==> src/rtl/term_tx_arbiter.sv <==
// Line-granular round-robin arbiter sharing the terminal UART TX byte channel.
// Bytes pass combinationally from the owner; grants release on EOL, burst limit or idle timeout.
module term_tx_arbiter #(
   parameter int unsigned NUM_REQ      = 4,
   parameter logic [7:0]  EOL_BYTE     = 8'h0A,
   parameter int unsigned MAX_BURST    = 128,
   parameter int unsigned IDLE_TIMEOUT = 1024
) (
   input  logic                 clk,
   input  logic                 rst,
   input  logic [NUM_REQ-1:0]   req_valid,
   input  logic [8*NUM_REQ-1:0] req_data,
   input  logic [NUM_REQ-1:0]   req_last,
   output logic [NUM_REQ-1:0]   req_ready,
   output logic                 tx_valid,
   output logic [7:0]           tx_data,
   input  logic                 tx_ready,
   output logic [2:0]           grant_id,
   output logic                 busy
);

   localparam int unsigned IdleW = $clog2(IDLE_TIMEOUT + 1);

   typedef enum logic [0:0] {StIdle, StXfer} state_e;

   state_e           state_q;
   logic [2:0]       grant_q;
   logic [2:0]       rr_last_q;
   logic [7:0]       byte_cnt_q;
   logic [IdleW-1:0] idle_cnt_q;

   // Requester vectors padded to the 8-requester maximum so a 3-bit owner index is exact.
   logic [7:0]  valid8;
   logic [7:0]  last8;
   logic [7:0]  ready8;
   logic [63:0] data64;
   logic        owner_valid;
   logic        owner_last;
   logic [7:0]  owner_data;
   logic        beat;
   logic        burst_hit;
   logic        idle_hit;
   logic        release_grant;
   logic [2:0]  pick;
   logic        pick_found;
   int          cand;

   assign valid8      = 8'(req_valid);
   assign last8       = 8'(req_last);
   assign data64      = 64'(req_data);
   assign owner_valid = valid8[grant_q];
   assign owner_last  = last8[grant_q];
   assign owner_data  = data64[{grant_q, 3'b000} +: 8];

   assign busy      = (state_q == StXfer);
   assign grant_id  = grant_q;
   assign tx_valid  = busy & owner_valid;
   assign tx_data   = owner_data;
   assign ready8    = busy ? (8'(tx_ready) << grant_q) : 8'd0;
   assign req_ready = ready8[NUM_REQ-1:0];

   assign beat      = tx_valid & tx_ready;
   assign burst_hit = (byte_cnt_q + 8'd1) == 8'(MAX_BURST);
   // A stalled FIFO with the owner still valid is not idleness.
   assign idle_hit  = !owner_valid && ((idle_cnt_q + IdleW'(1)) == IdleW'(IDLE_TIMEOUT));

   assign release_grant = busy &
                          ((beat & (owner_last | (owner_data == EOL_BYTE) | burst_hit)) | idle_hit);

   // Round-robin search starting just after the previous owner.
   always_comb begin
      pick       = rr_last_q;
      pick_found = 1'b0;
      cand       = 0;
      for (int i = 1; i <= int'(NUM_REQ); i++) begin
         cand = int'(rr_last_q) + i;
         if (cand >= int'(NUM_REQ)) cand = cand - int'(NUM_REQ);
         if (!pick_found && valid8[3'(cand)]) begin
            pick_found = 1'b1;
            pick       = 3'(cand);
         end
      end
   end

   always_ff @(posedge clk) begin
      if (rst) begin
         state_q    <= StIdle;
         grant_q    <= 3'd0;
         rr_last_q  <= 3'(NUM_REQ - 1);
         byte_cnt_q <= 8'd0;
         idle_cnt_q <= '0;
      end else begin
         case (state_q)
            StIdle: begin
               if (pick_found) begin
                  state_q    <= StXfer;
                  grant_q    <= pick;
                  byte_cnt_q <= 8'd0;
                  idle_cnt_q <= '0;
               end
            end
            StXfer: begin
               if (release_grant) begin
                  state_q    <= StIdle;
                  rr_last_q  <= grant_q;
                  byte_cnt_q <= 8'd0;
                  idle_cnt_q <= '0;
               end else begin
                  if (beat) byte_cnt_q <= byte_cnt_q + 8'd1;
                  if (owner_valid) idle_cnt_q <= '0;
                  else             idle_cnt_q <= idle_cnt_q + IdleW'(1);
               end
            end
            default: state_q <= StIdle;
         endcase
      end
   end

endmodule

==> config.mk <==
export PLATFORM = sky130hd
export DESIGN_NAME = term_tx_arbiter
export DESIGN_NICKNAME = d
export VERILOG_FILES = /design/src/rtl/term_tx_arbiter.sv
export SDC_FILE = /design/constraint.sdc
export NUM_CORES = 1
export LEC_CHECK = 0
export ABC_AREA = 1
export ABC_CLOCK_PERIOD_IN_PS = 2700
export BUFFER_PORTS_ARGS = -buffer_cell sky130_fd_sc_hd__buf_2
export CORE_AREA = 2 2 73 75
export DETAILED_ROUTE_END_ITERATION = 6
export DIE_AREA = 0 0 75 77
export GPL_TIMING_DRIVEN = 0
export HOLD_SLACK_MARGIN = 0.1
export PLACE_DENSITY = 0.7
export SYNTH_ARGS = -nofsm -noshare
export SYNTH_HDL_FRONTEND = slang
export SYNTH_SLANG_ARGS = --single-unit
==> constraint.sdc <==
create_clock -name clk -period 2.7 [get_ports clk]
set_clock_uncertainty 0.05 [all_clocks]
set_input_delay 0.27 -clock clk [delete_from_list [all_inputs] [get_ports clk]]
set_output_delay 0.27 -clock clk [all_outputs]
set_load 0.02 [all_outputs]
* After elaboration in Yosys (flattened, before gate mapping) *
Index checks and enable logic that the tools add are counted.

word-level totals
  bits in registers = 26
  output and inout port bits = 17
  logic and storage cells = 90

operators by class
  order comparisons = 9
  bitwise logic cells = 8
  equal/unequal tests = 5
  $add $sub $neg = 10
  shift-type cells = 2
  reduce and logical (&&, ||, !) cells = 11
  mux-type cells = 40

operator list
  cell                                                  number
  indexed part select 64 x 7 -> 8 bit                   1
  two-way mux 11 bit                                    3
  two-way mux 3 bit                                     8
  two-way mux 8 bit                                     3
  case mux 11 bit (2 select lines)                      1
  < comparator 3 x 5 -> 1 bit (second input constant)   4
  binary-select mux 1 bit (select 3 bit)                6
  >= comparator 4 x 3 -> 1 bit (second input constant)  4
  two-way mux 1 bit                                     16
  case mux 8 bit (2 select lines)                       1
  subtractor 3 bit (second input constant)              4
  adder 11 x 1 -> 11 bit (second input constant)        1
  == test 11 bit (second input constant)                1
  adder 3 x 2 -> 4 bit (second input constant)          2
  adder 8 x 1 -> 8 bit (second input constant)          1
  == test 8 x 4 -> 1 bit (second input constant)        1
  == test 8 bit (second input constant)                 1
  AND reduction 2 bit                                   3
  adder 3 x 1 -> 4 bit (second input constant)          1
  adder 3 x 3 -> 4 bit (second input constant)          1
  bitwise AND 1 bit                                     4
  logical AND 1 bit                                     4
  logical NOT 1 bit                                     4
  < comparator 3 x 4 -> 1 bit (second input constant)   1
  other kinds (7)                                       9

* Logic depth before layout (Yosys ltp) *
Gate-level depths: netlist of run 1.

  depth in word-level cells = 18
  depth in mapped cells = 16
  mapped depth without buffers = 15

* Least setup slack after synthesis of run 1 *
Ideal clock, no wire load.

  kind = flip-flop to flip-flop
  start = register rr_last_q[0]
  end = register byte_cnt_q[4]
  data arrival time = 2.041 ns
  slack = 0.494 ns
  buffers on the path = 2
  cell stages (with the launch flop) = 14
  setup time = 0.115 ns
  path through = dfxtp_1 -> buf_4 -> inv_1 -> ha_1 -> inv_1 -> o21ai_0 -> inv_1 -> o21ai_2 -> nand2_1 -> nor2_1 -> nand3_2 -> buf_2 -> a21oi_1 -> nor2_1

between the ends
  word-level cells in the longest chain between the ends = 18

RTL lines
  what                                                              line  text
  start: declaration                                                28    logic [2:0] rr_last_q;
  start signal: assignment                                          89    rr_last_q <= 3'(NUM_REQ - 1);
  start signal: assignment                                          105   rr_last_q <= grant_q;
  adder 3 x 1 -> 4 bit                                              76    cand = int'(rr_last_q) + i;
  >= comparator 4 x 3 -> 1 bit or subtractor 3 bit (tied branches)  77    if (cand >= int'(NUM_REQ)) cand = cand - int'(NUM_REQ);
  two-way mux 3 bit                                                 77
  binary-select mux 1 bit (select 3 bit)                            78    if (!pick_found && valid8[3'(cand)]) begin
  two-way mux 1 bit (implied by the code) (2 in series)             78
  two-way mux 1 bit                                                 78
  logical NOT 1 bit                                                 78
  logical AND 1 bit                                                 78
  two-way mux 1 bit                                                 78
  logical NOT 1 bit                                                 78
  logical AND 1 bit                                                 78
  two-way mux 1 bit                                                 78
  logical NOT 1 bit                                                 78
  logical AND 1 bit                                                 78
  two-way mux 1 bit *                                               78
  != test 2 bit (no source line) *                                  n/a
  AND reduction 2 bit (no source line) *                            n/a
  end signal: assignment                                            109   if (beat) byte_cnt_q <= byte_cnt_q + 8'd1;
  end: declaration                                                  29    logic [7:0] byte_cnt_q;

Mark *: on every way between the ends. The rest lies on a longest branch, timed or not. The select of a mux whose other input is x is not followed.
A chain may end at the register's enable or synchronous reset.

* Worst setup path after layout of run 1 *
  start = register rr_last_q[0]
  end = register byte_cnt_q[0]

Same word-level chain as after synthesis.

==> flow_summary_export.csv, run 1 <==
group,metric,value,unit
detailed_routing,drcViolationCount,0,
final_layout,design_area,2840,sq um
outcome,status,"finished clean",
grt,grt_usage,0.210,
logic_synthesis,synth_nets,470,
power,p_int,0.000799,W
floorplanning,die_x,75,microns
run,cap_violations,0,
floorplanning,row_count,26,
final_layout,ff_latch_area,522,sq um
floorplanning,die_y,77,microns
logic_synthesis,ys_warn_count,0,
critical_path,worstSetupStartpointType,"flop",
logic_synthesis,synth_top_cell_by_area,"dfxtp_1",
logic_synthesis,ys_top_cells_by_area,"dfxtp_1 (22%), nand2_1 (21%), inv_1 (12%), nand3_1 (9.3%), nor2_1 (6.0%)",
power,p_leak,1.57,nW
detailed_routing,drt_first_iter_violations,127,
final_layout,nFillCells,526,
power,clockPowerShare,0.254,
grt,grt_pass1_wl,9940,microns
detailed_routing,dr.pass1.iters,4,
final_layout,syn2layout_area_growth,19.7,%
final_layout,multi_input_area,1470,sq um
floorplanning,start_util,0.476,
min_path,min_path_type,"input port to flop",
clock_tree,cts_tree,"done",
power,power.switching,0.000491,W
grt,antenna_found_initial,0,
floorplanning,dieArea,5780,sq um
power,seqPwrFrac,0.346,
timing,timing.final.ws_setup,203,ps
detailed_routing,wl_per_cell,11.1,microns
power,p_sw_frac,0.381,
detailed_routing,drt-total-wl,6170,microns
placed_design,dp_hpwl,4700,microns
clock_tree,htree_levels,1,
critical_path,cp_data_required_time,2810,ps
timing,setup_viol,0,
logic_synthesis,syn_inst,422,
timing,post-route-min-period,2500,ps
grt,grt_pass1_vias,2404,
critical_path,worst_ep_arrival_time,2610,ps
clock_tree,cts_root_buf,"clkbuf_8",
clock_tree,cts.path.max_buffers,2,
detailed_routing,final_antenna_net_count,0,
logic_synthesis,ys_seq_elements,26,
timing,post-route-period-util,0.925,
final_layout,drive_gt1_frac,0.187,
timing,slew_headroom,0.664,
placed_design,place_area,2750,sq um
detailed_routing,viasPerCell,4.87,
timing,setup_tns,0,ps
grt,overflow,0,
floorplanning,io_pins,60,
placed_design,routabilityCongestion,0.859,
detailed_routing,via_count,2707,
logic_synthesis,yosys.area.top_type_share,0.220,
clock_tree,worst_skew_pair.late_latency,270,ps
final_layout,finalCoreUtilization,0.570,
power,p_comb_frac,0.400,
timing,tightestPinTransition,504,ps
timing,rsz0062_at_grt,"no",
placed_design,pre_cts_ws,87.1,ps
final_layout,fin_nets,535,
clock_tree,cts_buffers,3,
critical_path,end_kind,"flop",
clock_tree,clock_sinks,26,
logic_synthesis,synth_seq_area_share,0.220,
logic_synthesis,synth_area,2370,sq um
placed_design,portBuffers,59,
power,p_per_area,454,nW/um^2
timing,hold_viol_final,0,
logic_synthesis,synth_cell_types,30,
power,p_total,0.00129,W
logic_synthesis,avgSynthCellArea,5.62,sq um
timing,max_freq,400,MHz
critical_path,r2r_cells,13,
final_layout,n_antenna_cell,0,
power,ir_drop,0.340,mV
critical_path,critPathKind,"flop to flop",
floorplanning,core_area,4980,sq um
grt,grt_max_degree,16,
timing,slew_violations,0,
critical_path,path_max_fanout,10,
min_path,whs_path_depth,2,
clock_tree,path_clk_slew,100,ps
-- registers in the layout (all words and copies together), names as in the netlist --
signal,flops
busy,1
byte_cnt_q,8
grant_id,3
idle_cnt_q,11
rr_last_q,3
-- cells in the mapped netlist --
library cell and n:
nor2_1 38, nand2_4 1, nand4_4 2, inv_2 2, nand4_1 14, buf_2 6
xnor2_1 1, xor2_1 5, ha_1 5, nand3b_1 2, o21ai_1 4, o22ai_1 1
nor3_1 2, nand3_1 44, buf_4 3, buf_6 2, dfxtp_1 26, nor2_2 2
o21bai_1 1, or2_2 1, a21oi_1 26, nand2_1 132, clkbuf_1 6, o221ai_1 1
o211ai_1 2, nand2_2 1, o21ai_2 1, nand3_2 4, o21ai_0 13, inv_1 74
-- worst paths after layout --
| kind | from | to | slack [ps] |
|---|---|---|---|
| worst max-delay path | rr_last_q[0] | byte_cnt_q[0] | 200 |
| worst min register to register | idle_cnt_q[10] | idle_cnt_q[10] | 440 |
| worst min-delay path | rst | idle_cnt_q[8] | 170 |
| worst max register to register | rr_last_q[0] | byte_cnt_q[0] | 200 |
-- what timing repair did --
| action | 4_1_cts | 5_1_grt |
|---|---|---|
| endpoints found under the setup margin | 0 | 20 |
| resized for setup | 0 | 4 |
| buffers inserted | 0 | 1 |
| hold buffers | 0 | 0 |
-- worst max-delay path: stages, from the launching register on --
cell	delay, ps
dfxtp_2	370
buf_4	170
inv_1	80
ha_1	330
inv_1	90
o21ai_1	190
inv_1	70
o21ai_2	80
nand2_1	120
nor2_2	170
nand3_2	160
clkbuf_4	240
a21oi_1	190
nor2_1	70
-- cell usage in the layout (no fill, tap or decap), drive strengths merged, types with 2 or more instances in the layout --
cell type,Yosys,final
ha,5,5
o21ai,18,18
o211ai,2,2
nand3,48,48
nor2,40,40
dfxtp,26,26
nand3b,2,2
a21oi,26,26
nor3,2,2
clkbuf,6,10
inv,76,76
nand2,134,134
nand4,16,16
buf,11,70
xor2,5,5
-- layout make-up --
| cell class | instances | share of cell area |
|---|---|---|
| Buffer | 17 | 0.0353 |
| Clock buffer | 3 | 0.0146 |
| Clock inverter | 1 | 0.0106 |
| Inverter | 76 | 0.101 |
| Multi-Input combinational cell | 303 | 0.518 |
| Sequential cell | 26 | 0.184 |
| Tap cell | 70 | 0.0309 |
| Timing Repair Buffer | 60 | 0.107 |
-- power groups by stage --
stage	logic (W)	clock network [W]	registers, W
2_1_floorplan	0.000363	0	0.000453
3_3_place_gp	0.000507	0	0.000453
3_5_place_dp	0.000512	0	0.000454
4_1_cts	0.000515	0.000333	0.000445
5_1_grt	0.000589	0.000355	0.000452
6_report	0.000516	0.000327	0.000446
-- kinds of logic (layout without fill, tap and decap cells) --
family	count (synthesis)	in the layout	share of synthesized area
buffers and inverters	93	157	0.162
AND/OR/NAND/NOR	243	243	0.460
AO/OA/AOI/OAI	49	49	0.110
flip-flops	26	26	0.220
XOR/XNOR	6	6	0.0222
adder cells (fa/ha/maj)	5	5	0.0264
-- per-stage QoR --
stage          hold slack, ps  std cells
2_1_floorplan             289        422
3_3_place_gp              418        551
3_5_place_dp              421        551
4_1_cts                   170        555
5_1_grt                   179        556
6_report                  170        556
-- metal layers --
layer,track usage,vias to the layer above,wire (microns)
li1,-,1456,-
met1,0.256,1184,2880
met2,0.379,65,2930
met3,0.0263,2,329
met4,0.0500,0,28
met5,0,-,0
(Power assumes the default switching activity.)
==> run 2, diff against run 1 <==
RECOVER_POWER = 50   (was unset)
==> run 2 against run 1 <==
Compared with the run above:
- non-clock buffer count unchanged
- combinational power decreased by 2%
- fmax grew 0.29%
- power down 0.81%
- cell count unchanged
- routed wire length up 0.31%
- die area did not move
- critical path depth unchanged
- count of clock-buffer cells in the layout did not move
- critical endpoint unchanged
- largest cell class unchanged
==> flow_summary_export.csv, run 2 (synthesis results as in run 1) <==
group,metric,value,unit
outcome,status,"finished clean",
timing,slew_violations,0,
floorplanning,row_count,26,
placed_design,dp_hpwl,4700,microns
final_layout,fin_nets,535,
detailed_routing,drt-total-wl,6190,microns
clock_tree,cts_buffers,3,
grt,grt_max_degree,16,
clock_tree,hold_buffers,0,
power,ir_drop,0.336,mV
clock_tree,cts_root_buf,"clkbuf_8",
detailed_routing,drcViolationCount,0,
timing,tightestPinTransition,505,ps
final_layout,largestRegisters,"idle_cnt_q (11), byte_cnt_q (8)",
final_layout,syn2layout_area_growth,19.0,%
floorplanning,core_area,4980,sq um
run,cap_violations,0,
power,p_total,0.00128,W
floorplanning,dieArea,5780,sq um
final_layout,drive_gt1_frac,0.156,
clock_tree,worst_skew_pair.late_latency,270,ps
timing,post-route-min-period,2490,ps
critical_path,cp_data_required_time,2810,ps
min_path,min_path_type,"input port to flop",
detailed_routing,viasPerCell,4.86,
floorplanning,die_y,77,microns
power,p_leak,1.52,nW
grt,overflow,0,
critical_path,worst_ep_arrival_time,2600,ps
placed_design,portBuffers,59,
critical_path,end_kind,"flop",
timing,rsz0062_at_grt,"no",
floorplanning,start_util,0.476,
final_layout,largest_reg_flops,11,
final_layout,design_area,2820,sq um
clock_tree,clock_sinks,26,
placed_design,place_area,2750,sq um
grt,antenna_found_initial,0,
floorplanning,io_pins,60,
power,p_per_area,454,nW/um^2
timing,slew_headroom,0.663,
clock_tree,path_clk_slew,100,ps
critical_path,path_max_fanout,10,
timing,setup_tns,0,ps
critical_path,r2r_cells,13,
grt,grt_pass1_vias,2404,
timing,max_freq,402,MHz
final_layout,layout_common_cells,"nand2_1 (132), inv_1 (74), buf_2 (49), nand3_1 (44), nor2_1 (37)",
detailed_routing,wl_per_cell,11.1,microns
min_path,whs_path_depth,2,
timing,post-route-period-util,0.922,
timing,setup_viol,0,
critical_path,worstSetupStartpointType,"flop",
critical_path,critPathKind,"flop to flop",
final_layout,n_antenna_cell,0,
clock_tree,cts.path.max_buffers,2,
detailed_routing,final_antenna_net_count,0,
clock_tree,cts_tree,"done",
floorplanning,die_x,75,microns
grt,grt.met3_usage,0.0263,
placed_design,routabilityCongestion,0.859,
grt,met2_usage,0.379,
detailed_routing,dr.pass1.iters,5,
grt,grt_pass1_wl,9940,microns
final_layout,regMostFlops,"idle_cnt_q",
grt,met1_usage,0.256,
timing,hold_viol_final,0,
detailed_routing,via_count,2701,
grt,grt_usage,0.210,
grt,grt.busiest_layer,"met2",
clock_tree,htree_levels,1,
detailed_routing,drt_first_iter_violations,108,
final_layout,layout_commonest_cell,"nand2_1",
## run 2: area by class of cell
type	instances	area (sq um)
Clock inverter	1	30.0
Timing Repair Buffer	60	287
Sequential cell	26	522
Fill cell	541	2160
Clock buffer	3	41.3
Buffer	17	97.6
Tap cell	70	87.6
Inverter	76	285
Multi-Input combinational cell	303	1470
## run 2: final timing paths
kind	from	to	slack [ps]
worst max register to register	rr_last_q[0]	byte_cnt_q[0]	210
worst max-delay path	rr_last_q[0]	byte_cnt_q[0]	210
worst min register to register	idle_cnt_q[10]	idle_cnt_q[10]	440
worst min-delay path	rst	idle_cnt_q[8]	170
## run 2: routing by layer
layer / routed length (microns) / vias up / share of wire
li1: - / 1455 / -
met1: 2930 / 1183 / 0.47
met3: 299 / 2 / 0.048
met5: 0 / - / 0
met4: 28 / 0 / 0.0045
met2: 2940 / 61 / 0.47
## run 2: worst max-delay path, cell delays in order, from the launching register on
cell,delay [ps]
dfxtp_2,370
buf_4,170
inv_1,80
ha_1,330
inv_1,90
o21ai_1,190
inv_1,70
o21ai_2,80
nand2_1,120
nor2_2,170
nand3_2,160
clkbuf_4,240
a21oi_1,190
nor2_1,70
## run 2: through the flow
step | setup WS [ps] | std cells | hold slack (ps) | utilization
finish | 210 | 556 | 173 | 0.566
global route | 15.8 | 556 | 179 | 0.566
CTS | 8.75 | 555 | 170 | 0.567
floorplan | 494 | 422 | 289 | -
global placement | 121 | 551 | 418 | 0.553
detailed placement | 87.1 | 551 | 421 | 0.553
## run 2: report_power, final
| group | total (W) | switching (W) | internal, W | leakage [nW] |
|---|---|---|---|---|
| Clock | 0.000324 | 0.000126 | 0.000198 | 0.0357 |
| Sequential | 0.000446 | 0.0000355 | 0.000411 | 0.212 |
| Combinational | 0.000508 | 0.000329 | 0.000180 | 1.27 |
| Total | 0.00128 | 0.000490 | 0.000789 | 1.52 |
## run 2: timing repair
item | 4_1_cts | 5_1_grt
setup endpoints to repair | 0 | 20
setup buffers | 0 | 1
resized for setup | 0 | 4
